**src/rtl/ram_pkg.sv**
```systemverilog
// rtl/ram_pkg.sv - shared types and defaults for the fast-RAM refresh arbiter
// Purpose: refresh FSM state encoding, timing defaults, idle strobe levels.
// Ports: none (package).
package ram_pkg;

   localparam int REF_INTERVAL_DFLT = 218;
   localparam int MAX_PENDING_DFLT  = 4;
   localparam int T_RAS_DFLT        = 3;
   localparam int T_RP_DFLT         = 2;

   // Active-low strobes: all ones means negated.
   localparam logic [1:0] RAS_IDLE = 2'b11;
   localparam logic [3:0] CAS_IDLE = 4'hF;

   typedef enum logic [1:0] {
      IDLE = 2'd0,
      CSR  = 2'd1,
      RAS  = 2'd2,
      PRE  = 2'd3
   } ref_state_e;

   function automatic int max2(input int a, input int b);
      return (a > b) ? a : b;
   endfunction

endpackage

```
**src/rtl/refresh_timer.sv**
```systemverilog
// rtl/refresh_timer.sv - refresh interval tick and saturating pending-refresh count
// Purpose: free-running interval counter raising a one-cycle tick, and the queue
//          depth of refreshes owed to the DRAM.
// Ports:  clk_i, rst_ni      clock, async active-low reset
//         complete_i         last precharge cycle of a refresh
//         tick_o             one-cycle interval tick
//         pending_o          refreshes owed, 0..MAX_PENDING
//         urgent_o           pending_o at MAX_PENDING
//         overrun_o          sticky: a tick was dropped at saturation
module refresh_timer
   import ram_pkg::*;
#(
   parameter int REF_INTERVAL = REF_INTERVAL_DFLT,
   parameter int MAX_PENDING  = MAX_PENDING_DFLT
) (
   input  logic       clk_i,
   input  logic       rst_ni,
   input  logic       complete_i,
   output logic       tick_o,
   output logic [2:0] pending_o,
   output logic       urgent_o,
   output logic       overrun_o
);

   localparam int            IW     = $clog2(REF_INTERVAL);
   localparam logic [IW-1:0] I_LAST = IW'(REF_INTERVAL - 1);
   localparam logic [2:0]    P_MAX  = 3'(MAX_PENDING);

   logic [IW-1:0] icnt_q, icnt_d;
   logic [2:0]    pend_q, pend_d;
   logic          ovr_q, ovr_d;

   always_comb begin
      tick_o = (icnt_q == I_LAST);
      icnt_d = tick_o ? '0 : icnt_q + IW'(1);
      pend_d = pend_q;
      ovr_d  = ovr_q;
      // A tick and a completion in the same cycle cancel out.
      if (tick_o && !complete_i) begin
         if (pend_q == P_MAX) begin
            ovr_d = 1'b1;
         end else begin
            pend_d = pend_q + 3'd1;
         end
      end else if (complete_i && !tick_o && (pend_q != 3'd0)) begin
         pend_d = pend_q - 3'd1;
      end
   end

   always_ff @(posedge clk_i or negedge rst_ni) begin
      if (!rst_ni) begin
         icnt_q <= '0;
         pend_q <= 3'd0;
         ovr_q  <= 1'b0;
      end else begin
         icnt_q <= icnt_d;
         pend_q <= pend_d;
         ovr_q  <= ovr_d;
      end
   end

   assign pending_o = pend_q;
   assign urgent_o  = (pend_q == P_MAX);
   assign overrun_o = ovr_q;

endmodule

```
**src/rtl/dram_refresh_arbiter.sv**
```systemverilog
// rtl/dram_refresh_arbiter.sv - CAS-before-RAS refresh arbiter beside fastmem
// Purpose: decides when refresh owns the DRAM RAS/CAS pins and stalls fastmem.
// Ports:  clkcpu_i, reset_ni  CPU clock, async active-low reset
//         as20_i              CPU address strobe (active low)
//         ram_sel_i           fast-RAM decode (active low)
//         ram_idle_i          fastmem idle with strobes negated
//         cpu_hold_o          fastmem must not start / must stall before RAS
//         ref_active_o        refresh owns the pins (mux select)
//         ref_ras_o/ref_cas_o active-low refresh strobes
//         pending_o           queued refresh count
//         overrun_o           sticky lost-request flag
module dram_refresh_arbiter
   import ram_pkg::*;
#(
   parameter int REF_INTERVAL = REF_INTERVAL_DFLT,
   parameter int MAX_PENDING  = MAX_PENDING_DFLT,
   parameter int T_RAS        = T_RAS_DFLT,
   parameter int T_RP         = T_RP_DFLT
) (
   input  logic       clkcpu_i,
   input  logic       reset_ni,
   input  logic       as20_i,
   input  logic       ram_sel_i,
   input  logic       ram_idle_i,
   output logic       cpu_hold_o,
   output logic       ref_active_o,
   output logic [1:0] ref_ras_o,
   output logic [3:0] ref_cas_o,
   output logic [2:0] pending_o,
   output logic       overrun_o
);

   localparam int            CW       = $clog2(max2(T_RAS, T_RP) + 1);
   localparam logic [CW-1:0] RAS_LAST = CW'(T_RAS - 1);
   localparam logic [CW-1:0] RP_LAST  = CW'(T_RP - 1);

   ref_state_e    state_q, state_d;
   logic [CW-1:0] cnt_q, cnt_d;
   logic [1:0]    ras_q, ras_d;
   logic [3:0]    cas_q, cas_d;
   logic          complete;
   logic          urgent;
   logic          tick;

   refresh_timer #(
      .REF_INTERVAL (REF_INTERVAL),
      .MAX_PENDING  (MAX_PENDING)
   ) u_timer (
      .clk_i      (clkcpu_i),
      .rst_ni     (reset_ni),
      .complete_i (complete),
      .tick_o     (tick),
      .pending_o  (pending_o),
      .urgent_o   (urgent),
      .overrun_o  (overrun_o)
   );

   always_comb begin
      state_d  = state_q;
      cnt_d    = cnt_q;
      complete = 1'b0;
      unique case (state_q)
         IDLE: begin
            // Only start between fastmem cycles; unless urgent, leave a
            // pending fast-RAM access alone.
            if ((pending_o != 3'd0) && ram_idle_i && (urgent || as20_i || ram_sel_i)) begin
               state_d = CSR;
            end
         end
         CSR: begin
            state_d = RAS;
            cnt_d   = '0;
         end
         RAS: begin
            if (cnt_q == RAS_LAST) begin
               state_d = PRE;
               cnt_d   = '0;
            end else begin
               cnt_d = cnt_q + CW'(1);
            end
         end
         PRE: begin
            if (cnt_q == RP_LAST) begin
               state_d  = IDLE;
               complete = 1'b1;
            end else begin
               cnt_d = cnt_q + CW'(1);
            end
         end
         default: state_d = IDLE;
      endcase
      // Strobes are registered from the next state so they line up with
      // state_q and never glitch.
      ras_d = (state_d == RAS) ? 2'b00 : RAS_IDLE;
      cas_d = ((state_d == CSR) || (state_d == RAS)) ? 4'h0 : CAS_IDLE;
   end

   always_ff @(posedge clkcpu_i or negedge reset_ni) begin
      if (!reset_ni) begin
         state_q <= IDLE;
         cnt_q   <= '0;
         ras_q   <= RAS_IDLE;
         cas_q   <= CAS_IDLE;
      end else begin
         state_q <= state_d;
         cnt_q   <= cnt_d;
         ras_q   <= ras_d;
         cas_q   <= cas_d;
      end
   end

   assign ref_ras_o    = ras_q;
   assign ref_cas_o    = cas_q;
   assign ref_active_o = (state_q != IDLE);
   assign cpu_hold_o   = ref_active_o | urgent;

endmodule
```
**config.mk**
```make
export PLATFORM = sky130hd
export DESIGN_NAME = dram_refresh_arbiter
export DESIGN_NICKNAME = d
export VERILOG_FILES = /design/src/rtl/ram_pkg.sv /design/src/rtl/refresh_timer.sv /design/src/rtl/dram_refresh_arbiter.sv
export SDC_FILE = /design/constraint.sdc
export NUM_CORES = 1
export LEC_CHECK = 0
export BUFFER_PORTS_ARGS = -buffer_cell sky130_fd_sc_hd__buf_2
export CAP_MARGIN = 20
export CORE_ASPECT_RATIO = 1.2
export CORE_MARGIN = 2
export CORE_UTILIZATION = 49
export CTS_CLUSTER_SIZE = 28
export DETAILED_ROUTE_END_ITERATION = 8
export PLACE_DENSITY = 0.73
export RECOVER_POWER = 100
export SETUP_SLACK_MARGIN = 0.2
export SKIP_CTS_REPAIR_TIMING = 1
export SLEW_MARGIN = 15
export SYNTH_ARGS = -nofsm -noshare
export SYNTH_HDL_FRONTEND = slang
export SYNTH_SLANG_ARGS = --single-unit
export TNS_END_PERCENT = 5
```
**constraint.sdc**
```tcl
create_clock -name clkcpu_i -period 1.97 [get_ports clkcpu_i]
set_input_delay 0.0985 -clock clkcpu_i [delete_from_list [all_inputs] [get_ports clkcpu_i]]
set_output_delay 0.0985 -clock clkcpu_i [all_outputs]
set_load 0.01 [all_outputs]
```
Word level (Yosys, flattened, before mapping)
Cells that the tools add are included.
{"block": "word_totals", "reg_bits": 22, "out_inout_bits": 12}
{"block": "classes", "addsub": 4, "eq_ne": 11, "n_mux": 15, "bitwise_logic": 1, "n_reduce_logical": 18}
{"operator": "two-way mux 2 bit", "n": 6}
{"operator": "two-way mux 3 bit", "n": 3}
{"operator": "adder 8 x 1 -> 8 bit (second input constant)", "n": 1}
{"operator": "== test 2 bit (second input constant)", "n": 4}
{"operator": "== test 8 bit (second input constant)", "n": 1}
{"operator": "two-way mux 8 bit", "n": 1}
{"operator": "one-hot mux 2 bit (4 select lines)", "n": 1}
{"operator": "== test 2 x 1 -> 1 bit (second input constant)", "n": 3}
{"operator": "one-hot mux 2 bit (3 select lines)", "n": 1}
{"operator": "AND reduction 2 bit", "n": 3}
{"operator": "nonzero test 3 bit", "n": 2}
{"operator": "logical AND 1 bit", "n": 5}
{"operator": "two-way mux 4 bit", "n": 1}
{"operator": "inequality test 2 bit (second input constant)", "n": 2}
{"operator": "nonzero test 2 bit", "n": 2}
{"operator": "adder 3 x 1 -> 3 bit (second input constant)", "n": 1}
{"operator": "== test 3 bit (second input constant)", "n": 1}
{"operator": "logical OR 1 bit", "n": 3}
{"operator": "subtractor 3 x 1 -> 3 bit (second input constant)", "n": 1}
{"operator": "adder 2 x 1 -> 2 bit (second input constant)", "n": 1}
{"operator": "logical NOT 1 bit", "n": 2}
{"operator": "logical NOT 2 bit", "n": 1}
{"operator": "two-way mux 1 bit", "n": 2}
{"operator": "OR 1 bit", "n": 1}

Depth between registers and ports, before layout
{"block": "depth", "ltp_word": 9, "ltp_mapped": 9, "depth_no_buf": 9}

Cells and area by module
A second synthesis with hierarchy kept.
{"block": "hier_totals", "cells_unflattened": 102, "hier_area_um2": 1091.0}
{"mod": "refresh_timer", "instances": 1, "cells_per_inst": 63, "area_per_inst_um2": 698.2}
{"mod": "dram_refresh_arbiter", "instances": 1, "cells_per_inst": 39, "area_per_inst_um2": 392.9}

Least setup slack after synthesis
No wires, ideal clock.
{"block": "synth_timing", "path_kind": "register to register", "start": "register cnt_q[1]", "end": "register u_timer.pend_q[2] (netlist: u_timer.pending_o[2])", "setup_time_ns": 0.087, "arrival_time_ns": 1.780, "setup_slack_ns": 0.103, "path_stages_with_launch": 10, "path_buffers": 0, "synth_period_minus_slack_ns": 1.867, "cell_sequence": "dfrtp_1 > inv_1 > ha_1 > nand3_2 > nand3_1 > xnor2_1 > ha_1 > nor3_1 > a311o_1 > o211ai_1"}
{"block": "synth_via", "elab_chain_len": 7, "elab_cells_between_ends": 11, "classes_between": "2 x eq/ne; 3 x mux; 6 x reduce/logical"}
{"item": "start: declaration", "line_no": "dram_refresh_arbiter.sv:38", "source": "logic [CW-1:0] cnt_q, cnt_d;"}
{"item": "start signal: assignment", "line_no": "dram_refresh_arbiter.sv:106", "source": "cnt_q <= cnt_d;"}
{"item": "== test 2 x 1 -> 1 bit *", "line_no": "dram_refresh_arbiter.sv:83", "source": "if (cnt_q == RP_LAST) begin"}
{"item": "two-way mux 1 bit *", "line_no": "dram_refresh_arbiter.sv:83"}
{"item": "two-way mux 1 bit *", "line_no": "dram_refresh_arbiter.sv:62", "source": "unique case (state_q)"}
{"item": "logical NOT 1 bit or logical AND 1 bit (tied branches)", "line_no": "refresh_timer.sv:39, refresh_timer.sv:45"}
{"item": "logical AND 1 bit (on tied branches)", "line_no": "refresh_timer.sv:39, refresh_timer.sv:45"}
{"item": "inequality test 2 bit (no source line) or nonzero test 2 bit (tied branches)"}
{"item": "AND reduction 2 bit (no source line)"}
{"item": "end signal: assignment", "line_no": "refresh_timer.sv:57", "source": "pend_q <= pend_d;"}
{"item": "end: declaration", "line_no": "refresh_timer.sv:30", "source": "logic [2:0] pend_q, pend_d;"}
Mark *: on every way between the ends. The rest lies on a longest branch, timed or not.
A chain may end at the register's enable or synchronous reset.

Worst setup path in the final report
{"block": "layout_timing", "start": "register u_timer.icnt_q[1]", "end": "register u_timer.pend_q[2] (netlist: u_timer.pending_o[2])"}
{"block": "layout_via", "elab_chain_len": 6, "elab_cells_between_ends": 9, "classes_between": "2 x eq/ne; 1 x mux; 6 x reduce/logical"}
{"item": "start: declaration", "line_no": "refresh_timer.sv:29", "source": "logic [IW-1:0] icnt_q, icnt_d;"}
{"item": "start signal: assignment", "line_no": "refresh_timer.sv:56", "source": "icnt_q <= icnt_d;"}
{"item": "== test 8 bit *", "line_no": "refresh_timer.sv:34", "source": "tick_o = (icnt_q == I_LAST);"}
{"item": "logical NOT 1 bit", "line_no": "refresh_timer.sv:45", "source": "end else if (complete_i && !tick_o && (pend_q != 3'd0)) begin"}
{"item": "logical AND 1 bit (2 in series)", "line_no": "refresh_timer.sv:45"}
{"item": "nonzero test 2 bit (no source line)"}
{"item": "AND reduction 2 bit (no source line)"}
Marked as above.

==> qor.txt <==
outcome -> finished clean
Max Cap Violations -> 0
leading cell type in the layout, fill and taps excluded -> dfrtp_1
Detail Placement HPWL -> 1450 microns
Tcrit/Tclk final -> 94.0%
gr ovfl total -> 0
skew final -> 13.9 ps
clock-pin slew on the worst setup and hold paths -> 110 ps
area fraction of the dominant cell type after synthesis -> 37.8%
Netlist Area Pre-Place -> 1060 sq um
Slew Limit Fails -> 0
worst min-delay path class -> in -> reg
fin crit period -> 1850 ps
CTS max path bufs -> 2
pin count of the biggest net entering global routing -> 19
P per Cell Area -> 476 nW/um^2
Routed Antenna Nets -> 0
DRT iter0 DRCs -> 7
Peak supply drop -> 0.000403 V
Port Buffer Count -> 16
# H-tree levels -> 1
antenna violations before repair -> 0
reg2reg end -> u_timer.pending_o[2]
sequential cell area -> 453 sq um
Avg Vias per Cell -> 5.33
GRT Util Overall -> 17.5%
Antenna diodes -> 0
Critical Path RT -> 2200 ps
Post-synth EDFFs -> 0
Clock Latency Late Sink -> 300 ps
Cells after Synth -> 107
CTS buffer count -> 3
Placeable Area -> 2050 sq um
Rows -> 18
count of cell types in the netlist -> 39
via count -> 810
Leakage Power -> 0.513 nW
clock sinks -> 18
Initial Util -> 51.6%
DRC violations left -> 0
Clk Tree Root Cell -> clkbuf_4
GP Congestion -> 0.783
WHS -> 65.6 ps
vias in the first global route -> 741
Setup crit end -> u_timer.pending_o[2]
Seq/Total Area, Yosys -> 42.8%
Area contributors post-synth -> dfrtp_1 38%, ha_1 8.3%, dfstp_2 5.0%
die footprint -> 2550 sq um
Post-Place Cells -> 147
CTS tree -> built
critical setup path kind -> reg -> reg
crit path max fanout -> 6
setup violators final -> 0
proportion of layout cells with a drive suffix above 1 -> 18.0%
Mean Syn Cell Area -> 9.89 sq um
Critical Path AT -> 2080 ps
Fmax -> 540 MHz
worst setup path start -> u_timer.icnt_q[1]
fillcell total -> 176
I/O pin count -> 17
Slew @ Worst Pin -> 974 ps
Main synth FF type -> dfrtp_1
Vert. Die Dim -> 54.9 microns
most frequent cells in the layout -> 16 x dfrtp_1, 14 x nor2_1, 11 x clkbuf_1
Seq cells post-synth -> 18
Async S/R FF share, synth -> 100%
r2r setup slk -> 120 ps
Setup crit end kind -> register
Initial DRT Pass Iterations -> 4
Die W -> 46.4 microns
Warnings, synthesis -> 0
Multi-input gate area -> 577 sq um
wirelength, routed -> 1960 microns
first-pass GRT wire length -> 3110 microns
Synth area leader -> dfrtp_1
RSZ-0062 raised after global routing -> yes
post-synth net total -> 119
R2R cell count -> 9
Area Overhead vs Synth -> 13.5%
Max-slew headroom -> 35.0%
Non-Filler Instances -> 152
fin nets -> 135
reg-to-reg startpoint -> u_timer.icnt_q[1]
final hold violations -> 0
routed length per instance -> 12.9 microns
startpoint types -> register
## sequential cells by signal, summed over array words and instances, names as in the netlist
| signal | cells |
|---|---|
| ref_ras_o | 1 |
| state_q | 2 |
| u_timer.pending_o | 3 |
| cnt_q | 2 |
| u_timer.icnt_q | 8 |
| u_timer.overrun_o | 1 |
| ref_cas_o | 1 |
## routing by layer
layer  global-route usage, %  vias up  share of wire [%]
li1                        -      404                  -
met4                    9.52        0                2.1
met5                       0        -                  0
met3                    2.92        6                3.7
met1                    20.6      386                 44
met2                    29.9       14                 51
## logic make-up after synthesis
kind of cell               Yosys count  share of synthesized area, %
buffers and inverters               14                          7.21
AOI/OAI and AO/OA                   23                          17.4
DFF                                 18                          42.8
xor gates and xnor gates             5                          4.14
and+or+nand+nor                     39                          19.1
muxes                                1                          1.06
adders and majority gates            7                          8.27
## power by group
part           switching [mW]  total [mW]  internal (mW)
registers                   0       0.369          0.369
clock network           0.111       0.190         0.0789
logic                 0.00853      0.0126        0.00406
total                   0.120       0.572          0.452
## worst min-delay path by stage
stage	cells past startpoint	from	slack (ps)	endpoint
finish	2	ram_idle_i	70	state_q[0]
global route	2	ram_idle_i	70	state_q[0]
CTS	1	reset_ni	-280	state_q[0]
detailed placement	1	reset_ni	50	state_q[1]
global placement	1	reset_ni	50	state_q[0]
floorplan	0	reset_ni	-200	cnt_q[0]
## critical path: stages, from the launching register on
cell      delay, ps
dfrtp_1         410
inv_1            60
ha_1            130
and3b_4         230
nand3_4         100
xnor2_2         140
ha_2            240
nor3_1           70
a311o_1         320
o211ai_1         90
## cell usage after synthesis, types with 3 or more instances
cell	n
ha_1	7
and3_1	3
nor2_1	14
xor2_1	3
dfrtp_1	16
nand2_1	6
a21oi_1	3
buf_4	4
o21ai_0	6
nand3_1	6
inv_1	8
## stage by stage
stage / utilization (%) / worst slack [ps] / power, mW / TNS (ps) / instance area, sq um
2_1_floorplan: - / 231 / 0.377 / 0 / 1090
3_3_place_gp: 56.5 / 171 / 0.388 / 0 / 1160
3_5_place_dp: 56.5 / 106 / 0.388 / 0 / 1160
4_1_cts: 57.8 / 86.0 / 0.578 / 0 / 1180
5_1_grt: 58.6 / -5.89 / 0.599 / -5.89 / 1200
6_report: 58.6 / 118 / 0.572 / 0 / 1200
## area by class of cell
class / instances / share of cell area, %
Timing Repair Buffer: 17 / 6.46
Clock buffer: 4 / 2.19
Inverter: 8 / 2.50
Tap cell: 30 / 3.13
Sequential cell: 18 / 37.7
Multi-Input combinational cell: 75 / 48.0
Note: power is estimated with default switching activity, not from simulation.
